===== src/rtl/sseg_display_n.sv =====
// N-digit seven-segment renderer with frame-synchronised double-buffered patterns and per-digit blink.
// The colour output is registered and appears two cycles after the pixel coordinates are presented.
module sseg_display_n #(
  parameter int          X            = 20,
  parameter int          Y            = 100,
  parameter int          W            = 100,
  parameter int          H            = 200,
  parameter int          N            = 4,
  parameter int          GAP          = 48,
  parameter int          BLINK_FRAMES = 30,
  parameter logic [8:0]  COLOR        = 9'b000_111_000
) (
  input  logic             clk,
  input  logic             rst,
  input  logic [8*N-1:0]   seg,
  input  logic [N-1:0]     blink_en,
  input  logic             load,
  input  logic             frame_start,
  input  logic [9:0]       x,
  input  logic [9:0]       y,
  input  logic             video_on,
  output logic             pending,
  output logic [2:0]       r,
  output logic [2:0]       g,
  output logic [2:0]       b
);

  localparam int VLD   = W / 4;
  localparam int HLD   = H / 7;
  localparam int MID   = H / 2;
  localparam int HVLD  = VLD / 2;
  localparam int HHLD  = HLD / 2;
  localparam int PITCH = W + GAP;
  localparam int IW    = (N > 1) ? $clog2(N) : 1;
  localparam int FW    = (BLINK_FRAMES > 1) ? $clog2(BLINK_FRAMES) : 1;

  logic [N-1:0][7:0] shadow_seg, active_seg;
  logic [N-1:0]      shadow_blink, active_blink;
  logic [FW-1:0]     fcnt;
  logic              phase;

  // A load coinciding with frame_start bypasses the shadow and takes effect this frame.
  always_ff @(posedge clk) begin
    if (rst) begin
      shadow_seg   <= '0;
      active_seg   <= '0;
      shadow_blink <= '0;
      active_blink <= '0;
      pending      <= 1'b0;
      fcnt         <= '0;
      phase        <= 1'b0;
    end else begin
      if (load && frame_start) begin
        shadow_seg   <= seg;
        active_seg   <= seg;
        shadow_blink <= blink_en;
        active_blink <= blink_en;
        pending      <= 1'b0;
      end else if (load) begin
        shadow_seg   <= seg;
        shadow_blink <= blink_en;
        pending      <= 1'b1;
      end else if (frame_start && pending) begin
        active_seg   <= shadow_seg;
        active_blink <= shadow_blink;
        pending      <= 1'b0;
      end
      if (frame_start) begin
        if (fcnt == FW'(BLINK_FRAMES - 1)) begin
          fcnt  <= '0;
          phase <= ~phase;
        end else begin
          fcnt <= fcnt + 1'b1;
        end
      end
    end
  end

  int            xi, yi;
  logic          slot_n;
  logic [IW-1:0] idx_n;
  logic [9:0]    dx_n, dy_n;

  always_comb begin
    xi     = int'(x);
    yi     = int'(y);
    slot_n = 1'b0;
    idx_n  = '0;
    dx_n   = '0;
    dy_n   = 10'(yi - Y);
    for (int k = 0; k < N; k++) begin
      if (xi >= X + k * PITCH && xi < X + (k + 1) * PITCH) begin
        slot_n = 1'b1;
        idx_n  = IW'(k);
        dx_n   = 10'(xi - X - k * PITCH);
      end
    end
    if (yi < Y || yi > Y + H) slot_n = 1'b0;
  end

  logic          s1_vld, s1_vid;
  logic [IW-1:0] s1_idx;
  logic [9:0]    s1_dx, s1_dy;

  always_ff @(posedge clk) begin
    if (rst) begin
      s1_vld <= 1'b0;
      s1_vid <= 1'b0;
      s1_idx <= '0;
      s1_dx  <= '0;
      s1_dy  <= '0;
    end else begin
      s1_vld <= slot_n;
      s1_vid <= video_on;
      s1_idx <= idx_n;
      s1_dx  <= dx_n;
      s1_dy  <= dy_n;
    end
  end

  int         dxi, dyi;
  logic [7:0] box, pat;
  logic       blank, lit;

  // Box bits follow the pattern byte order {DP,G,F,E,D,C,B,A}.
  always_comb begin
    dxi    = int'(s1_dx);
    dyi    = int'(s1_dy);
    box    = '0;
    box[0] = (dxi <= W) && (dyi <= HLD);
    box[1] = (dxi >= W - VLD) && (dxi <= W) && (dyi <= MID + HVLD);
    box[2] = (dxi >= W - VLD) && (dxi <= W) && (dyi >= MID - HVLD) && (dyi <= H);
    box[3] = (dxi <= W) && (dyi >= H - HLD) && (dyi <= H);
    box[4] = (dxi <= VLD) && (dyi >= MID - HVLD) && (dyi <= H);
    box[5] = (dxi <= VLD) && (dyi <= MID + HVLD);
    box[6] = (dxi <= W) && (dyi >= MID - HVLD) && (dyi <= MID + HVLD);
    box[7] = (dxi >= W + HHLD) && (dxi <= W + HHLD + HLD) && (dyi >= H - VLD) && (dyi <= H);
    pat    = active_seg[s1_idx];
    blank  = phase & active_blink[s1_idx];
    lit    = s1_vld & s1_vid & ~blank & (|(pat & box));
  end

  always_ff @(posedge clk) begin
    if (rst) begin
      {r, g, b} <= '0;
    end else begin
      {r, g, b} <= lit ? COLOR : 9'd0;
    end
  end

endmodule


===== config.mk =====
export PLATFORM = sky130hd
export DESIGN_NAME = sseg_display_n
export DESIGN_NICKNAME = d
export VERILOG_FILES = /design/src/rtl/sseg_display_n.sv
export SDC_FILE = /design/constraint.sdc
export NUM_CORES = 1
export LEC_CHECK = 0
export CORE_ASPECT_RATIO = 0.5
export CORE_MARGIN = 10
export CORE_UTILIZATION = 60
export DETAILED_ROUTE_END_ITERATION = 7
export DONT_BUFFER_PORTS = 1
export GPL_TIMING_DRIVEN = 0
export PLACE_DENSITY = 0.76
export SLEW_MARGIN = 20
export SYNTH_ARGS = -nofsm -noshare
export SYNTH_HDL_FRONTEND = slang
export SYNTH_SLANG_ARGS = --single-unit

===== constraint.sdc =====
create_clock -name clk -period 2.55 [get_ports clk]
set_input_delay 0.255 -clock clk [delete_from_list [all_inputs] [get_ports clk]]
set_output_delay 0.255 -clock clk [all_outputs]
set_load 0.005 [all_outputs]

==> Word-level counts from Yosys, hierarchy flattened <==
Index checks and enable logic that the tools add are counted.
{ "op_classes": {"addsub": 6, "n_lt_le_gt_ge": 22, "eq_ne": 2, "mux": 29, "bitwise": 7, "n_reduce_logical": 30} }
{ "op_table": {"columns": ["cell", "count"], "rows": [
  ["32-bit 2-to-1 mux", 5],
  ["10-bit 2-to-1 mux", 4],
  ["10-bit by 7-bit >= comparator with 1-bit output (second input constant)", 3],
  ["10-bit by 8-bit >= comparator with 1-bit output (second input constant)", 3],
  ["1-bit logical AND", 21],
  ["10-bit by 9-bit >= comparator with 1-bit output (second input constant)", 2],
  ["10-bit by 5-bit <= comparator with 1-bit output (second input constant)", 2],
  ["10-bit by 7-bit <= comparator with 1-bit output (second input constant)", 2],
  ["10-bit by 8-bit <= comparator with 1-bit output (second input constant)", 2],
  ["10-bit by 9-bit < comparator with 1-bit output (second input constant)", 2],
  ["4-bit 2-to-1 mux", 5],
  ["10-bit subtractor (second input constant)", 2],
  ["8-bit binary-select mux with 2-bit select", 1],
  ["10-bit by 5-bit >= comparator with 1-bit output (second input constant)", 1],
  ["10-bit by 9-bit greater-than comparator with 1-bit output (second input constant)", 1],
  ["10-bit < comparator (second input constant)", 1],
  ["10-bit by 7-bit < comparator with 1-bit output (second input constant)", 1],
  ["10-bit by 8-bit < comparator with 1-bit output (second input constant)", 1],
  ["10-bit by 5-bit subtractor with 10-bit output (second input constant)", 1],
  ["10-bit by 7-bit subtractor with 10-bit output (second input constant)", 1],
  ["10-bit by 9-bit subtractor with 10-bit output (second input constant)", 1],
  ["8-bit AND", 1],
  ["1-bit 2-to-1 mux", 8],
  ["8-bit 2-to-1 mux", 1],
  ["other kinds (15)", 24]
]} }
{ "totals": {"regBits": 112, "out_inout_bits": 10} }

==> Longest topological paths before layout <==
{ "depth": {"depth_word": 8, "ltp_mapped": 10, "depth_no_buf": 10} }

==> Worst setup path before layout <==
OpenSTA, ideal clock, no wires.
{ "synth_timing": {"kind": "input to register", "startpoint": "in x[2]", "endpoint": "reg s1_dx[9]", "setup_ps": 86, "arrival_time_ps": 2026, "t_required_ps": 2464, "slack_ps": 439, "stages": 10, "n_path_buf": 0, "cell_sequence": "inv_1 -> ha_1 -> xor2_1 -> inv_1 -> ha_1 -> a21oi_1 -> nand4_1 -> a211oi_1 -> a2111oi_1 -> a211oi_1"} }
{ "synth_via": {"elab_chain_cells": 6, "word_cells_on_any_way": 20} }
{ "synth_lines": {"columns": ["item", "line", "rtl"], "rows": [
  ["start: declaration", "19", "input logic [9:0] x,"],
  ["branches (longest 5 deep; another with 10-bit by 5-bit subtractor with 10-bit output)", null, null],
  ["10-bit 2-to-1 mux (*)", "92", "if (xi >= X + k * PITCH && xi < X + (k + 1) * PITCH) begin"],
  ["end signal: assignment", "116", "s1_dx <= dx_n;"],
  ["end: declaration", "103", "logic [9:0] s1_dx, s1_dy;"]
]} }
Every way passes the cells marked *.
A chain may end at the register's enable or synchronous reset.

==> Worst setup path in the final report <==
Ends and elaborated chain as after synthesis.

==> results.md <==
- Maximum clock path buffer count: 2
- Port bufs: 0
- Rel. slew slack: 53.4%
- Slew @ Worst Pin: 0.699 ns
- RSZ-0062 raised after global routing: no
- CTS tree: done
- Worst EP required: between 2 and 3 ns
- Yosys top cell by area: dfxtp_1
- Max VDD drop: around 0.6 mV
- Gpl congestion: approximately 0.84
- CP arrival: about 2.5 ns
- Post-synth EDFFs: 0
- Via count: 4184
- Commonest cells post-synth: 107 x nor2_1, 104 x dfxtp_1, 39 x a211oi_1, 37 x mux2i_1, 23 x nand2_1
- CP Cell Sequence: inv_1 -> ha_1 -> nand2b_1 -> nand3b_4 -> a41oi_1 -> o21ai_0 -> a2111oi_1 -> a211oi_1
- Clock-pin slew on the worst setup and hold paths: 0.06 ns
- Max Clock Freq: 431 MHz
- Largest stage delay, worst path: 0.52 ns
- Fin cells: 698
- Die ar.: 13100 sq um
- Initial drt markers: 274
- Drt first pass iters: 6
- Prevailing post-synth register cell: dfxtp_1
- Leak: 0.00222 uW
- Sequential share of the synthesized area: between 30% and 40%
- Hold Crit Class: in -> reg
- Crit path launch type: primary input
- Fillers: 690
- Nets@finish: 657
- Yosys warns: 0
- Total Wirelength: 12600 um
- ANT cells: 0
- Via-per-instance ratio: roughly 6.0
- Final period util: 90.9%
- Post-CTS Setup Bufs: 0
- Mapped Area: around 5200 sq um
- Syn avg cell area: 9.27 sq um
- WL per Instance: between 15 and 20 um
- Sequential cell area: ~2100 sq um
- Post-DP HPWL: 9470 um
- Min cycle time layout: ~2.3 ns
- Critical Path End Type: register
- Buffers and inverters on the worst path: 1
- Synth top area share: 39.8%
- Share of cells above drive strength 1: 9.73%
- Vias in the first global route: roughly 4200
- Post-route cell area: 5690 sq um
- Final Max Tran Viols: 0
- Area Overhead vs Synth: 8.72%
- Total grt overflow: 0
- CORE AREA: 8230 sq um
- Clock latency on the worst-skew pair: roughly 0.35 ns
- Synth area leaders: dfxtp_1 40%, nor2_1 7.7%, mux2i_1 7.1%
- FFs w/ async S/R, synth: 0%
- Die span in y: 86.1 um
- Slowest-stage cell, CP: a41oi_1
- Dpl cells: 682
- Number of max-cap violations: 0
- Kind of critical path: in -> reg
- Synth Register Bits: approximately 100
- First-pass GRT wire length: around 21000 um
- Unique masters post-synth: 75
- Final antenna-violating net count: 0
- # IOs: 71
- Final Hold Viols: 0
- CP max FO: 8
- Sink Count: 104
- Die width: around 150 um
- Mapped Cells: about 570
- Largest net degree at the start of global routing: 16
- Root Driver: clkbuf_16
- Cts bufs inserted: 9
- Final setup violation count: 0
- Pwr Total: around 3700 uW
- Initial antenna violation count: 0
- Status: complete, no violations
- Dpl cell area: 5400 sq um
- PwrDens: roughly 650 nW/um^2
- Delay-heaviest family, CP: compound AO/OA/AOI/OAI gates
- # H-tree levels: 3
- Initial Util: 63.6%
- Most frequent cell after synthesis: nor2_1
- All-layer global routing usage: 19.3%
- # rows: 23
- Area of the multi-input gates: 2880 sq um
- Clk_skew: ~0.0050 ns
- Post-route DRC violation count: 0
==> area by class of cell <==
class | instances | area share (%)
flip-flops and latches | 104 | 36.6
plain buffers | 42 | 4.33
clock buffers | 10 | 4.02
clock inverters | 4 | 0.835
well taps | 112 | 2.46
repair buffers | 2 | 0.352
multi-input cells | 410 | 50.5
inverters | 14 | 0.923
==> path summary, 6_finish.rpt <==
path                                from                           to  slack (ns)  cells past startpoint
min                                 x[1]          s1_dx[1]$_SDFF_PP0_        0.03                      1
max                                 x[2]          s1_dx[9]$_SDFF_PP0_        0.23                      8
max reg2reg         pending$_SDFFE_PP0P_   active_seg[1]$_SDFFE_PP0P_        0.40                      6
min reg2reg  shadow_seg[16]$_SDFFE_PP0P_  shadow_seg[16]$_SDFFE_PP0P_        0.49                      2
==> placed cells by master (no fill, tap or decap), types with 7 or more instances in the layout <==
cell         n
o21ai_0     16
xor2_1      11
nor2_1     107
xnor2_1     13
nand3b_1     7
buf_4        9
nand2_1     23
o22ai_1     12
mux4_2       8
ha_1        13
nor3_1       8
dfxtp_1    104
nor2b_1      7
inv_1       14
clkbuf_1    18
a21oi_1     14
clkbuf_16    9
mux2i_1     37
a211oi_1    39
==> layer usage <==
layer	wire length, um	vias up	global-route usage [%]	share of wire [%]
li1	-	2056	-	-
met1	5700	1986	23.5	45
met2	5710	125	31.2	45
met3	1040	17	6.98	8.2
met4	182	0	6.69	1.4
met5	0	-	0	0
==> metrics by stage <==
stage	hold WS, ns	util (%)	TNS [ns]	setup slack [ns]
6_report	0.0312	69.2	0	0.232
5_1_grt	0.0258	69.2	0	0.0522
4_1_cts	0.0233	69.2	0	0.289
3_5_place_dp	0.330	65.6	-0.0648	-0.0648
3_3_place_gp	0.329	65.6	-0.0611	-0.0611
2_1_floorplan	0.327	-	0	0.439
==> what timing repair did <==
action	in CTS	in global routing
hold buffers	2	0
endpoints found under the setup margin	0	2
hold endpoints to repair	2	0
gates resized for setup	0	2
==> power breakdown <==
group	switching (uW)	internal [uW]
clock network	568	746
registers	66.9	1740
logic	341	261
total	977	2740
==> sequential cells by signal, summed over array words and instances, names as in the netlist <==
register and flops:
active_blink 4, active_seg 32, fcnt 5, g 1, pending 1, phase 1, s1_dx 10, s1_dy 10
s1_idx 2, s1_vid 1, s1_vld 1, shadow_blink 4, shadow_seg 32
==> worst reg2reg max path, stage by stage, from the launching register on <==
cell      delay (ns)
dfxtp_1         0.37
clkbuf_1        0.28
nor2_1          0.11
nor2b_1         0.19
clkbuf_1        0.45
clkbuf_1        0.45
a211oi_1        0.16
==> kinds of logic (layout without fill, tap and decap cells) <==
| family | Yosys count | after routing | share of synthesized area [%] |
|---|---|---|---|
| AOI/OAI and AO/OA | 131 | 131 | 18.8 |
| and+or+nand+nor | 188 | 188 | 17.0 |
| buffers and inverters | 56 | 72 | 5.69 |
| adders and majority gates | 13 | 13 | 3.11 |
| xor gates and xnor gates | 26 | 26 | 4.85 |
| other | 1 | 6 | 0.0716 |
| DFF | 104 | 104 | 39.8 |
| muxes | 46 | 46 | 10.7 |
No activity file was read; power rests on OpenSTA's default activity.
